[src/rtl/id_ex_hazard_reg_pkg.sv]
// riscv_pkg: definitions shared by the ID/EX pipeline register and its
// load-use detector.
//   CTRL_W     - width of the packed control word carried from D to E
//   CTRL_*     - bit offsets of each control field inside that word
//   ctrl_t     - typed view of the control word (MSB first: reg_write ... alu_op)
//   CTRL_BUBBLE- control word of a bubble (all fields inactive)
package riscv_pkg;

  localparam int REG_IDX_W = 5;
  localparam int CTRL_W    = 11;

  localparam int CTRL_REG_WRITE  = 10;
  localparam int CTRL_MEM_READ   = 9;
  localparam int CTRL_MEM_WRITE  = 8;
  localparam int CTRL_MEM_TO_REG = 7;
  localparam int CTRL_ALU_SRC    = 6;
  localparam int CTRL_BRANCH     = 5;
  localparam int CTRL_JUMP       = 4;
  localparam int CTRL_ALU_OP_LSB = 0;
  localparam int CTRL_ALU_OP_W   = 4;

  // Field order matches the offsets above: the first member is the MSB.
  typedef struct packed {
    logic       reg_write;
    logic       mem_read;
    logic       mem_write;
    logic       mem_to_reg;
    logic       alu_src;
    logic       branch;
    logic       jump;
    logic [3:0] alu_op;
  } ctrl_t;

  localparam ctrl_t CTRL_BUBBLE = '0;

endpackage

[src/rtl/id_ex_hazard_reg_load_use_detect.sv]
// load_use_detect: combinational load-use hazard detector.
// Flags when the instruction in E is a valid load writing a non-zero
// register that the valid instruction in D actually reads.
//   valid_E, mem_read_E, rd_E     - state of the instruction in E
//   valid_D, rs1_D, rs2_D,
//   use_rs1_D, use_rs2_D          - source operands of the instruction in D
//   lu                            - hazard present (D must wait one cycle)
module load_use_detect
  import riscv_pkg::*;
(
  input  logic                 valid_E,
  input  logic                 mem_read_E,
  input  logic [REG_IDX_W-1:0] rd_E,
  input  logic                 valid_D,
  input  logic [REG_IDX_W-1:0] rs1_D,
  input  logic [REG_IDX_W-1:0] rs2_D,
  input  logic                 use_rs1_D,
  input  logic                 use_rs2_D,
  output logic                 lu
);

  logic [1:0][REG_IDX_W-1:0] rs;
  logic [1:0]                use_rs;
  logic [1:0]                hit;

  assign rs     = {rs2_D, rs1_D};
  assign use_rs = {use_rs2_D, use_rs1_D};

  // Only a source the instruction really reads can create a dependency;
  // an unused rs field may hold arbitrary encoding bits.
  for (genvar gi = 0; gi < 2; gi++) begin : g_src
    assign hit[gi] = use_rs[gi] & (rs[gi] == rd_E);
  end

  // x0 is hard-wired zero, so a load targeting it never needs waiting on.
  assign lu = valid_E & mem_read_E & (rd_E != '0) & valid_D & (|hit);

endmodule

[src/rtl/id_ex_hazard_reg.sv]
// id_ex_hazard_reg: ID/EX pipeline register with load-use stall, bubble
// insertion on load-use hazards and taken-branch flushes, and a global hold.
//   clk, rst_n        - clock (rising edge), asynchronous active-low reset
//   *_D inputs        - decoded instruction state from the D stage
//   hold              - freeze everything (data-memory wait)
//   flush             - taken branch/jump resolved in EX; kill the D slot
//   *_E outputs       - registered E-stage operands, indices and control
//   stall_D           - combinational: freeze PC and IF/ID
//   bubble_cnt        - saturating count of bubbles inserted
module id_ex_hazard_reg
  import riscv_pkg::*;
#(
  parameter int XLEN  = 32,
  parameter int CNT_W = 32
) (
  input  logic                 clk,
  input  logic                 rst_n,
  input  logic                 valid_D,
  input  logic [XLEN-1:0]      pc_D,
  input  logic [REG_IDX_W-1:0] rs1_D,
  input  logic [REG_IDX_W-1:0] rs2_D,
  input  logic [REG_IDX_W-1:0] rd_D,
  input  logic                 use_rs1_D,
  input  logic                 use_rs2_D,
  input  logic [XLEN-1:0]      rs1_data_D,
  input  logic [XLEN-1:0]      rs2_data_D,
  input  logic [XLEN-1:0]      imm_D,
  input  logic [CTRL_W-1:0]    ctrl_D,
  input  logic                 hold,
  input  logic                 flush,
  output logic                 valid_E,
  output logic [XLEN-1:0]      pc_E,
  output logic [XLEN-1:0]      rs1_data_E,
  output logic [XLEN-1:0]      rs2_data_E,
  output logic [XLEN-1:0]      imm_E,
  output logic [REG_IDX_W-1:0] rs1_E,
  output logic [REG_IDX_W-1:0] rs2_E,
  output logic [REG_IDX_W-1:0] rd_E,
  output logic [CTRL_W-1:0]    ctrl_E,
  output logic                 stall_D,
  output logic [CNT_W-1:0]     bubble_cnt
);

  logic             lu;
  logic             flush_pending_reg;
  logic             take_bubble;
  logic [CNT_W-1:0] bubble_cnt_reg;
  logic [CNT_W-1:0] bubble_cnt_next;

  load_use_detect u_load_use_detect (
    .valid_E    (valid_E),
    .mem_read_E (ctrl_E[CTRL_MEM_READ]),
    .rd_E       (rd_E),
    .valid_D    (valid_D),
    .rs1_D      (rs1_D),
    .rs2_D      (rs2_D),
    .use_rs1_D  (use_rs1_D),
    .use_rs2_D  (use_rs2_D),
    .lu         (lu)
  );

  // A flush (live or remembered across a hold) kills the D instruction
  // anyway, so a load-use hazard on it must not stall the front end.
  assign stall_D = hold | (lu & ~flush & ~flush_pending_reg);

  always_comb begin
    take_bubble     = ~hold & (flush | flush_pending_reg | lu);
    bubble_cnt_next = bubble_cnt_reg;
    if (take_bubble && (bubble_cnt_reg != '1)) begin
      bubble_cnt_next = bubble_cnt_reg + CNT_W'(1);
    end
  end

  assign bubble_cnt = bubble_cnt_reg;

  always_ff @(posedge clk or negedge rst_n) begin
    if (!rst_n) begin
      valid_E           <= 1'b0;
      pc_E              <= '0;
      rs1_data_E        <= '0;
      rs2_data_E        <= '0;
      imm_E             <= '0;
      rs1_E             <= '0;
      rs2_E             <= '0;
      rd_E              <= '0;
      ctrl_E            <= '0;
      flush_pending_reg <= 1'b0;
      bubble_cnt_reg    <= '0;
    end else begin
      bubble_cnt_reg <= bubble_cnt_next;
      if (hold) begin
        // E contents frozen; a flush seen now is applied once hold drops.
        if (flush) begin
          flush_pending_reg <= 1'b1;
        end
      end else if (take_bubble) begin
        valid_E           <= 1'b0;
        pc_E              <= '0;
        rs1_data_E        <= '0;
        rs2_data_E        <= '0;
        imm_E             <= '0;
        rs1_E             <= '0;
        rs2_E             <= '0;
        rd_E              <= '0;
        ctrl_E            <= CTRL_BUBBLE;
        flush_pending_reg <= 1'b0;
      end else begin
        valid_E    <= valid_D;
        pc_E       <= pc_D;
        rs1_data_E <= rs1_data_D;
        rs2_data_E <= rs2_data_D;
        imm_E      <= imm_D;
        rs1_E      <= rs1_D;
        rs2_E      <= rs2_D;
        // An empty D slot must not write a register or trigger a hazard.
        rd_E       <= valid_D ? rd_D : '0;
        ctrl_E     <= valid_D ? ctrl_D : CTRL_BUBBLE;
      end
    end
  end

endmodule

[config.mk]
export PLATFORM = sky130hd
export DESIGN_NAME = id_ex_hazard_reg
export DESIGN_NICKNAME = d
export VERILOG_FILES = /design/src/rtl/id_ex_hazard_reg_pkg.sv /design/src/rtl/id_ex_hazard_reg_load_use_detect.sv /design/src/rtl/id_ex_hazard_reg.sv
export SDC_FILE = /design/constraint.sdc
export NUM_CORES = 1
export LEC_CHECK = 0
export ABC_AREA = 1
export CAP_MARGIN = 5
export CORE_AREA = 2 2 152 154
export CTS_BUF_LIST = sky130_fd_sc_hd__clkbuf_2
export DETAILED_ROUTE_END_ITERATION = 6
export DIE_AREA = 0 0 154 156
export PLACE_DENSITY = 0.74
export SETUP_SLACK_MARGIN = 0.15
export SLEW_MARGIN = 20
export SYNTH_ARGS = -nofsm -noshare
export SYNTH_HDL_FRONTEND = slang
export SYNTH_SLANG_ARGS = --single-unit
export TNS_END_PERCENT = 1
[constraint.sdc]
create_clock -name clk -period 4.45 [get_ports clk]
set_input_delay 0.89 -clock clk [delete_from_list [all_inputs] [get_ports clk]]
set_output_delay 0.89 -clock clk [all_outputs]
set_load 0.02 [all_outputs]
==> metrics.yaml, run 1 <==
status: "complete, but fails checks"
violations: "design-rule violations"
postPlaceCellArea_um2: 12400
num_vias: 8519
synth_nets: 1283
area_growth_pct: 44.0
peakVddDrop_mv: 0.246
path_clk_slew_ns: 0.30
coreArea_um2: 22400
dieArea_um2: 24000
drv_slew: 0
port_buffers: 348
design_area_um2: 12600
crit_path_start_kind: "primary input"
cts-root-buf: "clkbuf_2"
grt_overflow_total: 0
post_cts_buffers: 0
r2r_slack_ns: 2.07
timing.final.crit_share_pct: 84.8
cts_tree: "done"
async_reset_ff_share_pct: 100
grt_max_degree: 116
finClkSkew_ns: 0.0559
synthTopCellsByArea: "dfrtp_1, nand2_1, o21ai_0, inv_1, nor2_1"
dp_hpwl_um: 19300
ctsHoldBuffers: 0
worstMarginPinSlew_ns: 0.932
rsz0062_at_grt: "no"
end_kind: "output port"
cp.arrival_ns: 2.88
holdWs_ns: 0.138
yosysTopAreaCellShare_pct: 53.5
crit_type: "in -> out"
drv_cap: 0
gp_congestion: 0.878
initial_utilization_pct: 39.3
routed_via_density: 4.93
cpMaxStageDelayCell: "clkdlybuf4s50_1"
clkSinkCount: 188
cpMostUsedCell: "nand2_1"
antenna_found_initial: 4
cts_resized: 0
rr_startpoint: "bubble_cnt[0]"
finalHoldViolCount: 0
post-route-min-period_ns: 3.77
io-pin-count: 349
synth_flop_cell: "dfrtp_1"
synth_edf_count: 0
grt_pass1_wl_um: 44000
cp.required_ns: 3.56
fp.dieH_um: 156
relSlewSlack_pct: 37.9
synth_area_um2: 8790
ant_nets: 0
pwr_density_cell_nw_per_um2: 290
crit_fanout: 3
wl_per_cell_um: 16.1
grt_pass1_vias: 8134
drive_gt1_share_pct: 4.58
dr.pass1.iters: 7
synthCells: 1121
h-tree-depth: 4
power.leakage_nw: 5.85
rr_endpoint: "bubble_cnt[16]"
utilization_pct: 56.6
yosys_warnings: 0
avgSynthCellArea_um2: 7.84
hold_path_class: "in -> async"
nets: 1592
first_iter_violations: 787
grtUsageTotal_pct: 23.0
finalSetupTns_ns: 0
path_cells: "clkdlybuf4s50_1 > inv_1 > nand2_1 > nand2_1 > nor2_1 > nand3_1 > nand2_1 > nand2_2 > o31ai_1 > clkdlybuf4s50_1"
clk_latency_ns: 0.75
fmax_mhz: 265
synth_cell_types: 27
rr_worst_depth: 9
num_rows: 55
clk_path_buf_depth: 2
cts_inserted_buffers: 17
ys_ff_latch: 188
power.total_mw: 3.67
cpPeakStageDelay_ns: 0.67
ys_seq_area_share_pct: 53.5
drc_errors: 4
die_x_um: 154
wl_um: 27800
setup_violations: 0
synth_top_cell_by_area: "dfrtp_1"
worst max-delay path: cells and delay by family:
kind	cells	cell delay, ns
AO/OA/AOI/OAI	1	0.19
buffers and inverters	3	1.25
AND/OR/NAND/NOR	6	0.53
report_power, final:
group / internal [mW] / switching (mW) / total [mW]
clock: 0.231 / 0.651 / 0.882
sequential: 1.83 / 0.0843 / 1.91
combinational: 0.408 / 0.464 / 0.872
through the flow:
stage	setup slack [ns]	instances
4_1_cts	0.673	1727
6_report	0.679	1729
5_1_grt	0.473	1728
2_1_floorplan	1.64	1121
3_5_place_dp	0.677	1696
3_3_place_gp	0.738	1696
synth_stat cells (all sizes together) (2+ instances only):
master and instances:
nor3 4, xor2 10, nand3 40, o21ai 139
inv 67, nand3b 7, dfrtp 188, xnor2 2
buf 28, clkbuf 39, nand2 498, nor2 62
nand4 34
area by class of cell:
| class | count | area, um^2 |
|---|---|---|
| clock inverter | 13 | 151 |
| antenna | 2 | 5.00 |
| clock buffer | 18 | 90.1 |
| timing repair buffer | 357 | 3580 |
| multi-input combinational | 799 | 3510 |
| sequential | 188 | 4700 |
| tap | 285 | 357 |
| fill | 2030 | 9720 |
| inverter | 67 | 256 |
how the worst max path moves through the flow:
stage                  start      end  slack, ns
floorplan            valid_D  stall_D       1.64
global placement    rs1_D[1]  stall_D       0.74
detailed placement  rs1_D[1]  stall_D       0.68
CTS                  rd_E[2]  stall_D       0.67
global route         rd_E[2]  stall_D       0.47
finish              rs1_D[1]  stall_D       0.68
cell usage in the layout, fill, tap and decap left out, types with 2 or more instances in the layout:
cell	count
o21ai_0	139
inv_1	64
buf_4	8
clkinv_4	3
nand2_4	2
nor2_1	58
inv_6	4
nor3_1	4
nor2_2	2
buf_12	2
xor2_1	10
nand2_1	483
dfrtp_1	188
nand3_1	38
nand2_2	13
diode_2	2
xnor2_1	2
clkdlybuf4s50_1	346
nand3b_1	7
nand4_1	34
inv_2	2
clkbuf_2	18
inv_8	4
logic make-up after synthesis:
| family | share of synthesized area (%) |
|---|---|
| buffers and inverters | 6.52 |
| adders and majority gates | 0.142 |
| and+or+nand+nor | 30.6 |
| xor gates and xnor gates | 1.20 |
| AOI/OAI and AO/OA | 8.00 |
| DFF | 53.5 |
layer usage:
layer  wire (um)  share of wire (%)  global-route usage (%)  vias to the layer above
met5          23              0.083                       0                        -
met4         680                2.5                    7.48                        4
met3        2010                7.3                    6.31                       51
met2       13600                 49                    38.4                      299
met1       11500                 41                    29.0                     4012
li1            -                  -                       -                     4153
Note: power is estimated with default switching activity, not from simulation.
==> run 2, diff against run 1 <==
clock period = 3.8 ns   (was 4.45 ns; I/O delays follow)
==> metrics.yaml, run 2 (synthesis gave the netlist of run 1 again) <==
antenna_found_initial: 3
first_iter_violations: 671
fmax_mhz: 321
clk_path_buf_depth: 2
clk_latency_ns: 0.75
dp_hpwl_um: 19500
rsz0062_at_grt: "no"
setup_violations: 0
hold_path_startpoint: "hold"
area_growth_pct: 44.6
drv_cap: 0
initial_utilization_pct: 39.3
ant_nets: 0
peakVddDrop_mv: 0.260
grt_pass1_vias: 8192
gp_congestion: 0.876
status: "completed"
dr.pass1.iters: 5
crit_buf_inv: 3
finClkSkew_ns: 0.0533
r2r_slack_ns: 1.52
die_x_um: 154
hold_path_class: "in -> reg"
routed_via_density: 4.91
cpMaxStageDelayCell: "clkdlybuf4s50_1"
grt_max_degree: 146
finalSetupTns_ns: 0
grtUsageTotal_pct: 23.1
pwr_density_cell_nw_per_um2: 341
clkSinkCount: 188
port_buffers: 348
drv_slew: 0
multiInputGateArea_um2: 3510
cts_tree: "done"
cp.arrival_ns: 2.36
post-route-min-period_ns: 3.12
cpMostUsedCell: "nand2_1"
end_kind: "output port"
grt_overflow_total: 0
holdWs_ns: 0.446
power.total_mw: 4.33
final_common_cell: "nand2_1"
crit_path_start_kind: "primary input"
wl_um: 27800
drive_gt1_share_pct: 4.84
io-pin-count: 349
drc_errors: 0
crit_path_start: "rs1_D[1]"
crit_type: "in -> out"
dpl_worst_slack_ns: 0.268
dieArea_um2: 24000
cts-root-buf: "clkbuf_2"
crit_fanout: 3
layout.cells.most_common_list: "nand2_1, clkdlybuf4s50_1, dfrtp_1"
nets: 1595
cp_top_family: "buffers and inverters"
wl_per_cell_um: 16.1
worstMarginPinSlew_ns: 0.825
h-tree-depth: 4
fp.dieH_um: 156
finalHoldViolCount: 0
rr_startpoint: "bubble_cnt[0]"
relSlewSlack_pct: 45.0
setup_ws_ns: 0.684
grt_pass1_wl_um: 44300
cts_inserted_buffers: 17
fill_cells: 2063
coreArea_um2: 22400
power.leakage_nw: 5.88
path_cells: "clkdlybuf4s50_1 > inv_1 > nand2_1 > nand2_1 > nor2_1 > nand3_1 > nand2_1 > nand2_2 > o31ai_1 > dlymetal6s2s_1"
cpPeakStageDelay_ns: 0.52
register_area_um2: 4710
cp.required_ns: 3.04
num_rows: 55
num_vias: 8497
timing.final.crit_share_pct: 82.0
utilization_pct: 56.8
path_clk_slew_ns: 0.31
[run 2: per-stage QoR]
step	area, um^2	instances
2_1_floorplan	8790	1121
3_3_place_gp	12400	1698
3_5_place_dp	12400	1698
4_1_cts	12700	1731
5_1_grt	12700	1732
6_report	12700	1732
[run 2: layer usage]
layer  part of all wire (%)  GRT usage, %
met4                    3.6          9.17
met5                  0.093             0
met3                    6.5          5.06
met2                     49          38.3
met1                     41          29.6
[run 2: path summary, 6_finish.rpt]
| kind | cells past startpoint | end |
|---|---|---|
| max reg2reg | 9 | bubble_cnt[16] |
| min in group asynchronous | 2 | rs2_data_E[27] |
| max in group asynchronous | 3 | rs2_data_E[10] |
| min reg2reg | 2 | ctrl_E[6] |
| max | 10 | stall_D |
| min | 4 | pc_E[10] |
[run 2: timing repair]
item	in CTS	in global routing
resized for setup	1	1
endpoints found under the setup margin	1	1
setup buffers	0	0
hold endpoints to repair	36	0
hold buffers	1	0
[run 2: worst register-to-register path, delay by kind of cell (launching register included)]
family                   cells  cell delay, ns
AND/OR/NAND/NOR              8            1.52
flip-flops                   1            0.50
adder cells (fa/ha/maj)      1            0.22
[run 2: area by class of cell]
cell class	instances	share of cell area (%)
Antenna cell	1	0.0197
Clock buffer	17	0.670
Clock inverter	15	1.42
Inverter	67	2.02
Multi-Input combinational cell	799	27.6
Sequential cell	188	37.0
Tap cell	285	2.81
Timing Repair Buffer	360	28.4
[run 2: where the power goes]
group	switching, mW	total [mW]	internal (mW)
Sequential	0.0992	2.24	2.14
Clock	0.786	1.07	0.280
Combinational	0.543	1.02	0.480
==> edit: new RTL, config.mk and constraints of run 2 <==
Reset style: synchronous (`rst_n`), changed in one clocked block. Comments in the files are not updated.
--- a/src/rtl/id_ex_hazard_reg.sv
+++ b/src/rtl/id_ex_hazard_reg.sv
@@ -73,7 +73,7 @@
 
   assign bubble_cnt = bubble_cnt_reg;
 
-  always_ff @(posedge clk or negedge rst_n) begin
+  always_ff @(posedge clk) begin
     if (!rst_n) begin
       valid_E           <= 1'b0;
       pc_E              <= '0;
Function: differs if rst_n is asserted again (counterexample within 4 cycles, from zero or initial values and one cycle with rst_n low); with rst_n held inactive, the same outputs for 4 cycles.
==> edit against run 2 <==
  * Clock power shrank 4%
  * Non-clock buffer count grew 3
  * Worst setup slack lost 0.023 ns
  * Combinational power shrank 31%
  * Synthesized area shrank 8.6%
  * Sequential cell count is the same
  * Critical path type unchanged
  * Largest cell class unchanged
  * Critical path depth is the same
  * Total power shrank 11%
  * Routed wire length shrank 2.6%
  * Design area shrank 6.5%
  * Core utilization shrank 3.7 points
  * First-iteration DRC count shrank 18%
==> edit: results <==
set metrics [dict create \
    outcome "complete, no violations" \
    pg_seq_mw 2.11 \
    holdWs_ns 0.469 \
    synthesis.nets 1270 \
    combinationalPower_mw 0.707 \
    gp_congestion 0.859 \
    async_flop_share_pct 0 \
    vdd_drop_max_uv 223 \
    n_fill_cell 2142 \
    seqPwrFrac_pct 54.8 \
    drt_wl_total_um 27100 \
    hpwl_um 19900 \
    synthFlopType "dfxtp_1" \
    first_global_vias 7822 \
    r2r_cells 12 \
    synth.area.top_cells "dfxtp_1 (47%), nand2_1 (17%), nor2_1 (6.8%), a21oi_1 (5.7%), a22oi_1 (4.9%)" \
    worstPathArrival_ns 2.38 \
    ys_types 29 \
    r2r_start "rd_E[2]$_SDFFE_PN0N_" \
    clock_skew_ns 0.0553 \
    drt_iter0_markers 548 \
    fin_nets 1584 \
    globalRouteTotalUtil_pct 21.7 \
    switchingPower_mw 1.21 \
    place_ws_ns 0.232 \
    p_leak_nw 4.58 \
    ys_seq_area_share_pct 46.9 \
    vias 8322 \
    postSynthCellCount 1108 \
]
==> edit: cell families (layout without fill, tap and decap cells) <==
| logic type | count (synthesis) | after routing | share of synthesized area, % |
|---|---|---|---|
| AND/OR/NAND/NOR | 611 | 611 | 32.9 |
| flip-flops | 188 | 188 | 46.9 |
| AO/OA/AOI/OAI | 155 | 155 | 11.3 |
| buffers and inverters | 152 | 479 | 8.72 |
| adder cells (fa/ha/maj) | 1 | 1 | 0.156 |
| XOR/XNOR | 1 | 1 | 0.109 |
| other | 0 | 3 | 0 |
==> edit: area by class of cell <==
| type | count | area, sq um | share of cell area [%] |
|---|---|---|---|
| clock inverter | 15 | 168 | 1.41 |
| timing repair buffer | 363 | 3610 | 30.3 |
| sequential | 188 | 3760 | 31.7 |
| antenna | 3 | 7.51 | 0.0632 |
| inverter | 84 | 318 | 2.67 |
| multi-input combinational | 768 | 3580 | 30.1 |
| clock buffer | 17 | 85.1 | 0.716 |
| tap | 285 | 357 | 3.00 |
==> edit: worst max-delay path by stage <==
stage	start	to	slack (ns)	cells after the start
floorplan	valid_D	stall_D	1.29	5
global placement	rs2_D[4]	stall_D	0.23	10
detailed placement	rs2_D[4]	stall_D	0.23	10
CTS	rd_E[4]$_SDFFE_PN0N_	stall_D	0.18	9
global route	rd_E[2]$_SDFFE_PN0N_	stall_D	0.43	9
finish	rs2_D[4]	stall_D	0.66	10
==> edit: metal layers <==
layer / part of all wire [%] / track usage, %
met4: 1.6 / 6.45
met2: 51 / 38.3
met3: 6.8 / 6.72
met5: 0 / 0
met1: 40 / 25.2
==> edit: repair_timing <==
action                     4_1_cts  5_1_grt
resized for setup                0        2
hold buffers                     0        0
setup endpoints to repair        0        1
setup buffers                    0        0
